[config.mk]
export PLATFORM = sky130hd
export DESIGN_NAME = riscv_alu_exec
export DESIGN_NICKNAME = d
export VERILOG_FILES = /design/src/rtl/riscv_alu_exec.sv
export SDC_FILE = /design/constraint.sdc
export NUM_CORES = 1
export LEC_CHECK = 0
export CAP_MARGIN = 10
export CORE_UTILIZATION = 34
export CTS_CLUSTER_SIZE = 10
export DETAILED_ROUTE_END_ITERATION = 8
export GPL_TIMING_DRIVEN = 0
export SKIP_CTS_REPAIR_TIMING = 1
export SYNTH_ARGS = -nofsm -noshare
export SYNTH_HDL_FRONTEND = slang
export SYNTH_SLANG_ARGS = --single-unit
[constraint.sdc]
create_clock -name clk_i -period 4.25 [get_ports clk_i]
set_input_delay 0.85 -clock clk_i [delete_from_list [all_inputs] [get_ports clk_i]]
set_output_delay 0.85 -clock clk_i [all_outputs]
set_load 0.01 [all_outputs]
[src/rtl/riscv_alu_exec.sv]
// Execute-stage ALU: single-cycle logic/arithmetic ops and an iterative one-bit-per-cycle
// shifter, with a registered valid/ready result port towards memory/writeback.
module riscv_alu_exec #(
    parameter int XLEN = 32,
    parameter int SHW  = 5
) (
    input  logic            clk_i,
    input  logic            rstn_i,
    input  logic            valid_i,
    output logic            ready_o,
    input  logic [3:0]      AluCtl_i,
    input  logic [XLEN-1:0] op_a_i,
    input  logic [XLEN-1:0] op_b_i,
    input  logic [4:0]      rd_i,
    output logic            valid_o,
    input  logic            ready_i,
    output logic [XLEN-1:0] result_o,
    output logic            zero_o,
    output logic [4:0]      rd_o
);

    localparam logic [3:0] OP_ADD  = 4'd1;
    localparam logic [3:0] OP_SUB  = 4'd2;
    localparam logic [3:0] OP_AND  = 4'd3;
    localparam logic [3:0] OP_OR   = 4'd4;
    localparam logic [3:0] OP_XOR  = 4'd5;
    localparam logic [3:0] OP_SLL  = 4'd6;
    localparam logic [3:0] OP_SRL  = 4'd7;
    localparam logic [3:0] OP_SRA  = 4'd8;
    localparam logic [3:0] OP_SLT  = 4'd9;
    localparam logic [3:0] OP_SLTU = 4'd10;

    typedef enum logic {ST_IDLE = 1'b0, ST_SHIFT = 1'b1} state_t;

    state_t            state_r, state_n;
    logic [XLEN-1:0]   shreg_r, shreg_n;
    logic [SHW-1:0]    cnt_r, cnt_n;
    logic [3:0]        shop_r, shop_n;
    logic [4:0]        shrd_r, shrd_n;
    logic              valid_r, valid_n;
    logic [XLEN-1:0]   result_r, result_n;
    logic              zero_r, zero_n;
    logic [4:0]        rd_r, rd_n;

    logic              ready_s;
    logic              accept_s;
    logic              is_shift_s;
    logic [SHW-1:0]    shamt_s;
    logic [XLEN-1:0]   alu_res_s;
    logic [XLEN-1:0]   shstep_s;
    logic              wr_s;
    logic [XLEN-1:0]   wr_val_s;
    logic [4:0]        wr_rd_s;

    assign ready_s  = (state_r == ST_IDLE) && (!valid_r || ready_i);
    assign accept_s = valid_i && ready_s;
    assign shamt_s  = op_b_i[SHW-1:0];

    assign ready_o  = ready_s;
    assign valid_o  = valid_r;
    assign result_o = result_r;
    assign zero_o   = zero_r;
    assign rd_o     = rd_r;

    // Single-cycle ALU result; a shift by zero simply passes operand A through.
    always_comb begin
        alu_res_s  = '0;
        is_shift_s = 1'b0;
        case (AluCtl_i)
            OP_ADD:  alu_res_s = op_a_i + op_b_i;
            OP_SUB:  alu_res_s = op_a_i - op_b_i;
            OP_AND:  alu_res_s = op_a_i & op_b_i;
            OP_OR:   alu_res_s = op_a_i | op_b_i;
            OP_XOR:  alu_res_s = op_a_i ^ op_b_i;
            OP_SLL, OP_SRL, OP_SRA: begin
                is_shift_s = 1'b1;
                alu_res_s  = op_a_i;
            end
            OP_SLT:  alu_res_s = {{(XLEN-1){1'b0}}, ($signed(op_a_i) < $signed(op_b_i))};
            OP_SLTU: alu_res_s = {{(XLEN-1){1'b0}}, (op_a_i < op_b_i)};
            default: alu_res_s = '0;
        endcase
    end

    // One-bit step of the iterative shifter.
    always_comb begin
        case (shop_r)
            OP_SLL:  shstep_s = {shreg_r[XLEN-2:0], 1'b0};
            OP_SRL:  shstep_s = {1'b0, shreg_r[XLEN-1:1]};
            OP_SRA:  shstep_s = {shreg_r[XLEN-1], shreg_r[XLEN-1:1]};
            default: shstep_s = shreg_r;
        endcase
    end

    // Next-state, shifter bookkeeping and output-register update.
    always_comb begin
        state_n  = state_r;
        shreg_n  = shreg_r;
        cnt_n    = cnt_r;
        shop_n   = shop_r;
        shrd_n   = shrd_r;
        wr_s     = 1'b0;
        wr_val_s = '0;
        wr_rd_s  = 5'd0;
        case (state_r)
            ST_IDLE: begin
                if (accept_s) begin
                    if (is_shift_s && (shamt_s != '0)) begin
                        state_n = ST_SHIFT;
                        shreg_n = op_a_i;
                        cnt_n   = shamt_s;
                        shop_n  = AluCtl_i;
                        shrd_n  = rd_i;
                    end else begin
                        wr_s     = 1'b1;
                        wr_val_s = alu_res_s;
                        wr_rd_s  = rd_i;
                    end
                end else begin
                    state_n = ST_IDLE;
                end
            end
            ST_SHIFT: begin
                shreg_n = shstep_s;
                cnt_n   = cnt_r - {{(SHW-1){1'b0}}, 1'b1};
                if (cnt_r == {{(SHW-1){1'b0}}, 1'b1}) begin
                    state_n  = ST_IDLE;
                    wr_s     = 1'b1;
                    wr_val_s = shstep_s;
                    wr_rd_s  = shrd_r;
                end else begin
                    state_n = ST_SHIFT;
                end
            end
            default: state_n = ST_IDLE;
        endcase

        // A held result stays put under backpressure; zero flag tracks the written value.
        if (wr_s) begin
            valid_n  = 1'b1;
            result_n = wr_val_s;
            zero_n   = (wr_val_s == '0);
            rd_n     = wr_rd_s;
        end else begin
            valid_n  = valid_r && !ready_i;
            result_n = result_r;
            zero_n   = zero_r;
            rd_n     = rd_r;
        end
    end

    // State and output registers.
    always_ff @(posedge clk_i or negedge rstn_i) begin
        if (!rstn_i) begin
            state_r  <= ST_IDLE;
            shreg_r  <= '0;
            cnt_r    <= '0;
            shop_r   <= 4'd0;
            shrd_r   <= 5'd0;
            valid_r  <= 1'b0;
            result_r <= '0;
            zero_r   <= 1'b1;
            rd_r     <= 5'd0;
        end else begin
            state_r  <= state_n;
            shreg_r  <= shreg_n;
            cnt_r    <= cnt_n;
            shop_r   <= shop_n;
            shrd_r   <= shrd_n;
            valid_r  <= valid_n;
            result_r <= result_n;
            zero_r   <= zero_n;
            rd_r     <= rd_n;
        end
    end

endmodule

==> reports/qor.tcl, run 1 <==
set qor(routabilityCongestion) 0.970
set qor(max-slew-margin-rel) 0.416
set qor(report.final.hold_viol_count) 0
set qor(area_growth_syn_to_layout_pct) 33.9
set qor(floorplan.rows) 62
set qor(clock_skew_ps) 8.81
set qor(post_synth_and_or_nand_nor_area_fraction) 0.199
set qor(synth_enable_flop_cells) 0
set qor(dp_slack_ps) -2210
set qor(power.density_nw_per_um2) 412
set qor(finalCritPeriodShare) 1.00
set qor(synth_area_leaders) {sky130_fd_sc_hd__dfrtp_1 21%, sky130_fd_sc_hd__ha_1 14%, sky130_fd_sc_hd__a21oi_1 5.7%, sky130_fd_sc_hd__nor2_1 4.9%, sky130_fd_sc_hd__nand2_1 4.7%}
set qor(maximum_clock_path_buffer_count) 2
set qor(detail_route.first_pass.iterations) 9
set qor(antenna_left) 0
set qor(dr_total_vias) 11858
set qor(failing_checks) {DRC, setup timing}
set qor(maxCapViolCount) 0
set qor(multi_input_area_um2) 8290
set qor(fillCellCount) 2887
set qor(fin_total_pwr_mw) 5.57
set qor(ios) 117
set qor(clk-insertion-delay-late_ps) 350
set qor(drt-vias-per-instance) 6.27
set qor(final_min_period_ps) 4260
set qor(final_util) 0.467
set qor(synth.top_cell.area_share) 0.211
set qor(initial_core_util) 0.349
set qor(seq_area_frac_synth) 0.213
set qor(wl_per_cell_um) 24.9
set qor(p_leak_nw) 6.00
set qor(critPathArrivalTime_ps) 4510
set qor(met3RoutedLength_um) 3960
set qor(grt_max_degree) 52
set qor(proportion_of_synthesized_flip_flops_having_asynchronous_set_or_reset) 1.00
set qor(worstHoldPathType) {in2async}
set qor(clkTransAtPathRegs_ps) 70
set qor(synth_compound_area_frac) 0.344
set qor(top_layer) {met4}
set qor(timing.critical_path.fanout_max) 8
set qor(critPathKind) {in2reg}
set qor(synthesis.nets) 1547
set qor(die_w_um) 174
set qor(total_track_usage) 0.296
set qor(drive_above_1_share) 0.186
set qor(finalSetupViolations) 1
set qor(reg2reg_depth) 12
set qor(global_route_wire_length_before_repair_um) 68200
set qor(die-area_um2) 30400
set qor(r2r_setup_slack_ps) 180
set qor(synthAdderAreaFrac) 0.146
set qor(cts.root.buffer_cell) {sky130_fd_sc_hd__clkbuf_16}
set qor(core_region_area_um2) 28900
set qor(synth.lib_cells_used.distinct) 81
set qor(status) {finished, violations left}
set qor(synthesized_area_um2) 10100
set qor(wl_met1_um) 19400
set qor(port_buffers) 116
set qor(worst_margin_pin_slew_ps) 873
set qor(clock_tree.htree_level_count) 3
set qor(vias_in_the_first_global_route) 10885
set qor(post-route-cell-area_um2) 13500
set qor(synth_top_flop_cell) {sky130_fd_sc_hd__dfrtp_1}
set qor(post_synth_inst_count) 1353
set qor(antenna_found_initial) 1
set qor(finalHoldWorstSlack_ps) 471
set qor(met2WireLength_um) 21200
set qor(worst_setup_path_end_kind) {flop}
set qor(detail_route.drc_violations) 6
set qor(yosys.cell_count.top_type) {sky130_fd_sc_hd__nor2_1}
set qor(placed_wire_length_estimate_after_detailed_placement_um) 35900
set qor(layout.area.seq_um2) 2150
set qor(antenna_cells_inserted) 0
set qor(synth_warnings) 0
set qor(drt-total-wl_um) 47000
set qor(ys_seq_elements) 86
set qor(cts_made_buffers) 9
set qor(worstSetupStartpointType) {input port}
set qor(clock.fmax_ghz) 0.235
set qor(cp.required_ps) 4500
set qor(tritoncts) {yes}
set qor(grt.overflow.total) 0
set qor(worst_vdd_rail_ir_drop_uv) 260
set qor(timing_max_transition_violations_final) 0
set qor(final_critical_path_setup_slack_ps) -11.2
set qor(final_net_count) 1697
set qor(post_synth.cell_area_avg_um2) 7.46
set qor(dpl_cell_area_um2) 11800
set qor(synth_xor_area_frac) 0.00694
set qor(combinational_family_with_the_most_area_after_synthesis) {compound AO/OA/AOI/OAI gates}
set qor(netlist.top_cell.by_area) {sky130_fd_sc_hd__dfrtp_1}
set qor(netlist_top_cells_count) {131 x sky130_fd_sc_hd__nor2_1, 126 x sky130_fd_sc_hd__nand2_1, 116 x sky130_fd_sc_hd__a21oi_1}
set qor(muxShareOfSynthArea) 0.0170
set qor(dr.first_iter.drc_count) 1602
set qor(die_height_um) 174
set qor(clock-sinks) 86
## layout make-up
class | instances | share of cell area
clock inverter | 4 | 0.00185
tap | 384 | 0.0355
multi-input combinational | 1074 | 0.613
timing repair buffer | 160 | 0.115
sequential | 86 | 0.159
buffer | 67 | 0.0266
inverter | 105 | 0.0306
clock buffer | 12 | 0.0182
## logic make-up after synthesis
| family | count (synthesis) |
|---|---|
| mux | 16 |
| buf+inv | 193 |
| simple gates | 425 |
| fa+ha+maj | 117 |
| xor+xnor | 8 |
| flops | 86 |
| compound gates | 508 |
## through the flow
stage,std cells,setup TNS [ps]
final,1892,-11.2
after global routing,1892,-100
after CTS,1870,-18450
after detailed placement,1854,-40830
after global placement,1853,-137640
after floorplan,1353,0
## worst paths after layout
kind | to | start
max in group asynchronous | rd_o[1] | rstn_i
hold reg to reg | rd_o[2] | rd_o[2]
setup / recovery | zero_o | op_b_i[10]
setup reg to reg | zero_o | shop_r[2]
hold / removal | result_o[8] | rstn_i
min in group clk_i | rd_o[2] | rd_o[2]
## layout by cell type, fill, tap and decap left out, types with 10 or more instances in the layout
cell / count
sky130_fd_sc_hd__a21oi_2: 19
sky130_fd_sc_hd__o21ai_0: 65
sky130_fd_sc_hd__a222oi_1: 16
sky130_fd_sc_hd__inv_1: 91
sky130_fd_sc_hd__clkdlybuf4s50_1: 72
sky130_fd_sc_hd__buf_4: 49
sky130_fd_sc_hd__a211o_1: 10
sky130_fd_sc_hd__a21o_1: 32
sky130_fd_sc_hd__a22oi_1: 54
sky130_fd_sc_hd__clkbuf_1: 37
sky130_fd_sc_hd__nor3_1: 25
sky130_fd_sc_hd__o211ai_1: 10
sky130_fd_sc_hd__nor2_1: 120
sky130_fd_sc_hd__nand2_1: 124
sky130_fd_sc_hd__ha_1: 93
sky130_fd_sc_hd__nand4_1: 13
sky130_fd_sc_hd__nand3_1: 25
sky130_fd_sc_hd__o21ai_1: 11
sky130_fd_sc_hd__o22ai_1: 30
sky130_fd_sc_hd__or2_2: 12
sky130_fd_sc_hd__nor2b_1: 20
sky130_fd_sc_hd__a221o_1: 11
sky130_fd_sc_hd__a21oi_4: 12
sky130_fd_sc_hd__o31ai_1: 13
sky130_fd_sc_hd__clkbuf_2: 17
sky130_fd_sc_hd__ha_4: 15
sky130_fd_sc_hd__o221ai_1: 11
sky130_fd_sc_hd__a21oi_1: 85
sky130_fd_sc_hd__dlymetal6s2s_1: 33
sky130_fd_sc_hd__dfrtp_1: 85
## power by group
| part | internal [mW] | switching (mW) | total (mW) |
|---|---|---|---|
| clock | 0.411 | 0.335 | 0.746 |
| combinational | 1.36 | 1.96 | 3.32 |
| sequential | 1.17 | 0.336 | 1.51 |
## metal layers
layer	GRT usage	vias to the layer above
met5	0	-
met4	0.130	0
met3	0.0427	125
met2	0.472	681
met1	0.396	5757
li1	-	5295
## registers in the layout, indices dropped and copies added (netlist names)
register	cells
cnt_r	5
rd_o	5
result_o	32
shop_r	4
shrd_r	5
shreg_r	32
state_r	1
valid_o	1
zero_o	1
## worst max-delay path, stage by stage
cell and delay, ps:
sky130_fd_sc_hd__clkdlybuf4s50_1 520, sky130_fd_sc_hd__inv_2 70, sky130_fd_sc_hd__ha_4 270, sky130_fd_sc_hd__buf_8 150
sky130_fd_sc_hd__a21oi_4 150, sky130_fd_sc_hd__o21ai_2 120, sky130_fd_sc_hd__a221oi_4 310, sky130_fd_sc_hd__buf_12 160
sky130_fd_sc_hd__a311oi_2 110, sky130_fd_sc_hd__a211oi_2 330, sky130_fd_sc_hd__nor2_1 110, sky130_fd_sc_hd__a211oi_2 300
sky130_fd_sc_hd__o221ai_2 210, sky130_fd_sc_hd__nor4_4 400, sky130_fd_sc_hd__nand4_1 150, sky130_fd_sc_hd__o41ai_2 290
(Power assumes the default switching activity.)
==> run 2, diff against run 1 <==
CELL_PAD_IN_SITES_DETAIL_PLACEMENT = 1   (was default)
CELL_PAD_IN_SITES_GLOBAL_PLACEMENT = 2   (was default)
PLACE_DENSITY_LB_ADDON = 0.1   (was default)
==> reports/qor.tcl, run 2 (synthesis results as in run 1) <==
set qor(tritoncts) {yes}
set qor(critPathKind) {in2reg}
set qor(clock_skew_ps) 8.48 ;# -0.334 ps
set qor(final_common_cell) {sky130_fd_sc_hd__nand2_1}
set qor(finalSetupViolations) 5 ;# +4
set qor(maximum_clock_path_buffer_count) 2 ;# unchanged
set qor(grt_max_degree) 54 ;# +3.8%
set qor(antenna_found_initial) 0 ;# -1
set qor(die-area_um2) 30400 ;# unchanged
set qor(p_leak_nw) 6.02 ;# +0.37%
set qor(worstSetupStartpointType) {input port}
set qor(finalCritPeriodShare) 1.07 ;# +0.0720
set qor(max-slew-margin-rel) 0.227 ;# -0.189
set qor(critPathArrivalTime_ps) 4840 ;# +330 ps
set qor(rsz_0062_raised_after_global_routing) {true}
set qor(power.density_nw_per_um2) 428 ;# +3.8%
set qor(antenna_left) 0 ;# unchanged
set qor(drive_above_1_share) 0.188 ;# +0.00232
set qor(worst_setup_path_end_kind) {flop}
set qor(worstHoldPathType) {in2async}
set qor(maxCapViolCount) 0 ;# unchanged
set qor(status) {finished, violations left}
set qor(dr_total_vias) 11990 ;# +1.1%
set qor(die_height_um) 174 ;# unchanged
set qor(final_net_count) 1705 ;# +0.47%
set qor(dr.first_iter.drc_count) 1159 ;# -28%
set qor(port_buffers) 116 ;# unchanged
set qor(cts.root.buffer_cell) {sky130_fd_sc_hd__clkbuf_16}
set qor(routabilityCongestion) 0.955 ;# -1.5%
set qor(dpl_cell_area_um2) 11800 ;# about the same
set qor(post-route-cell-area_um2) 13500 ;# about the same
set qor(core_region_area_um2) 28900 ;# unchanged
set qor(clkTransAtPathRegs_ps) 70 ;# about the same
set qor(dp_slack_ps) -2340 ;# -128 ps
set qor(total_track_usage) 0.330 ;# +0.0341
set qor(failing_checks) {setup timing}
set qor(ios) 117 ;# unchanged
set qor(antenna_cells_inserted) 0 ;# unchanged
set qor(wl_per_cell_um) 27.5 ;# +10%
set qor(floorplan.rows) 62 ;# unchanged
set qor(vias_in_the_first_global_route) 11424 ;# +5.0%
set qor(drt-total-wl_um) 52200 ;# +11%
set qor(drt-vias-per-instance) 6.31 ;# +0.69%
set qor(clock_tree.htree_level_count) 3 ;# unchanged
set qor(clock-sinks) 86 ;# unchanged
set qor(clk-insertion-delay-late_ps) 360 ;# about the same
set qor(worst_margin_pin_slew_ps) 1160 ;# +282 ps
set qor(worst_vdd_rail_ir_drop_uv) 237 ;# -8.8%
set qor(clock.fmax_ghz) 0.219 ;# -6.7%
set qor(cts_made_buffers) 9 ;# unchanged
set qor(area_growth_syn_to_layout_pct) 33.9 ;# about the same
set qor(die_w_um) 174 ;# unchanged
set qor(cp.required_ps) 4530 ;# +30 ps
set qor(timing.critical_path.fanout_max) 10 ;# +2
set qor(layout_common_cells) {125 x sky130_fd_sc_hd__nand2_1, 121 x sky130_fd_sc_hd__nor2_1, 91 x sky130_fd_sc_hd__a21oi_1}
set qor(report.final.hold_viol_count) 0 ;# unchanged
set qor(global_route_wire_length_before_repair_um) 75300 ;# +10%
set qor(detail_route.drc_violations) 0 ;# -6
set qor(grt.overflow.total) 0 ;# unchanged
set qor(finalHoldWorstSlack_ps) 448 ;# -23.3 ps
set qor(final_critical_path_setup_slack_ps) -317 ;# -306 ps
set qor(final_min_period_ps) 4570 ;# +306 ps
set qor(timing_max_transition_violations_final) 0 ;# unchanged
set qor(detail_route.first_pass.iterations) 9 ;# unchanged
set qor(placed_wire_length_estimate_after_detailed_placement_um) 39700 ;# +11%
set qor(initial_core_util) 0.349 ;# unchanged
-- run 2: cell types whose count changed in the layout (fill, tap and decap cells not counted), moves of 4 or more --
cell / change
sky130_fd_sc_hd__o21ai_1: -5
sky130_fd_sc_hd__buf_4: +5
sky130_fd_sc_hd__ha_1: -4
sky130_fd_sc_hd__nor2_2: -4
sky130_fd_sc_hd__o21ai_0: +5
sky130_fd_sc_hd__a21oi_1: +6
sky130_fd_sc_hd__clkbuf_1: -5
-- run 2: worst paths after layout --
kind | slack (ps) | endpoint | from | depth (start not counted)
setup / recovery | -320 | zero_o | valid_i | 11
setup reg to reg | -80 | zero_o | shop_r[2] | 12
hold reg to reg | 480 | result_o[29] | result_o[29] | 1
max in group asynchronous | 3090 | zero_o | rstn_i | 2
min in group clk_i | 480 | result_o[29] | result_o[29] | 1
hold / removal | 450 | result_o[1] | rstn_i | 1
-- run 2: layout make-up --
class	instances	area, um^2
buffer	67	360
inverter	105	419
fill	3494	15400
clock inverter	7	86.3
sequential	86	2150
clock buffer	9	225
timing repair buffer	168	1620
tap	384	480
multi-input combinational	1074	8170
-- run 2: where the power goes --
part	total [mW]	switching [mW]	internal, mW
Clock	0.867	0.397	0.470
Combinational	3.39	2.03	1.36
Sequential	1.53	0.352	1.18
Total	5.78	2.78	3.01
-- run 2: critical path, stage by stage --
cell and delay, ps:
sky130_fd_sc_hd__clkdlybuf4s50_1 650, sky130_fd_sc_hd__inv_1 130, sky130_fd_sc_hd__a2111oi_0 640, sky130_fd_sc_hd__and4_1 680
sky130_fd_sc_hd__buf_2 420, sky130_fd_sc_hd__buf_1 620, sky130_fd_sc_hd__nor2_1 120, sky130_fd_sc_hd__a31oi_1 360
sky130_fd_sc_hd__nor3_1 130, sky130_fd_sc_hd__nand4_1 150, sky130_fd_sc_hd__o41ai_2 80
-- run 2: layer usage --
metal	track usage	up-vias	wire, um
met5	0	-	0
met4	0.0965	0	1630
met3	0.0433	87	3550
met2	0.522	541	23900
met1	0.466	6039	23100
li1	-	5323	-
-- run 2: per-stage QoR --
step           instances  power, mW   util  setup TNS (ps)
2_1_floorplan       1353       3.21      -               0
3_3_place_gp        1853       4.50  0.406         -152630
3_5_place_dp        1855       4.57  0.407          -43380
4_1_cts             1871       5.44  0.418          -18450
5_1_grt             1900       6.09  0.467            -259
6_report            1900       5.78  0.467            -519
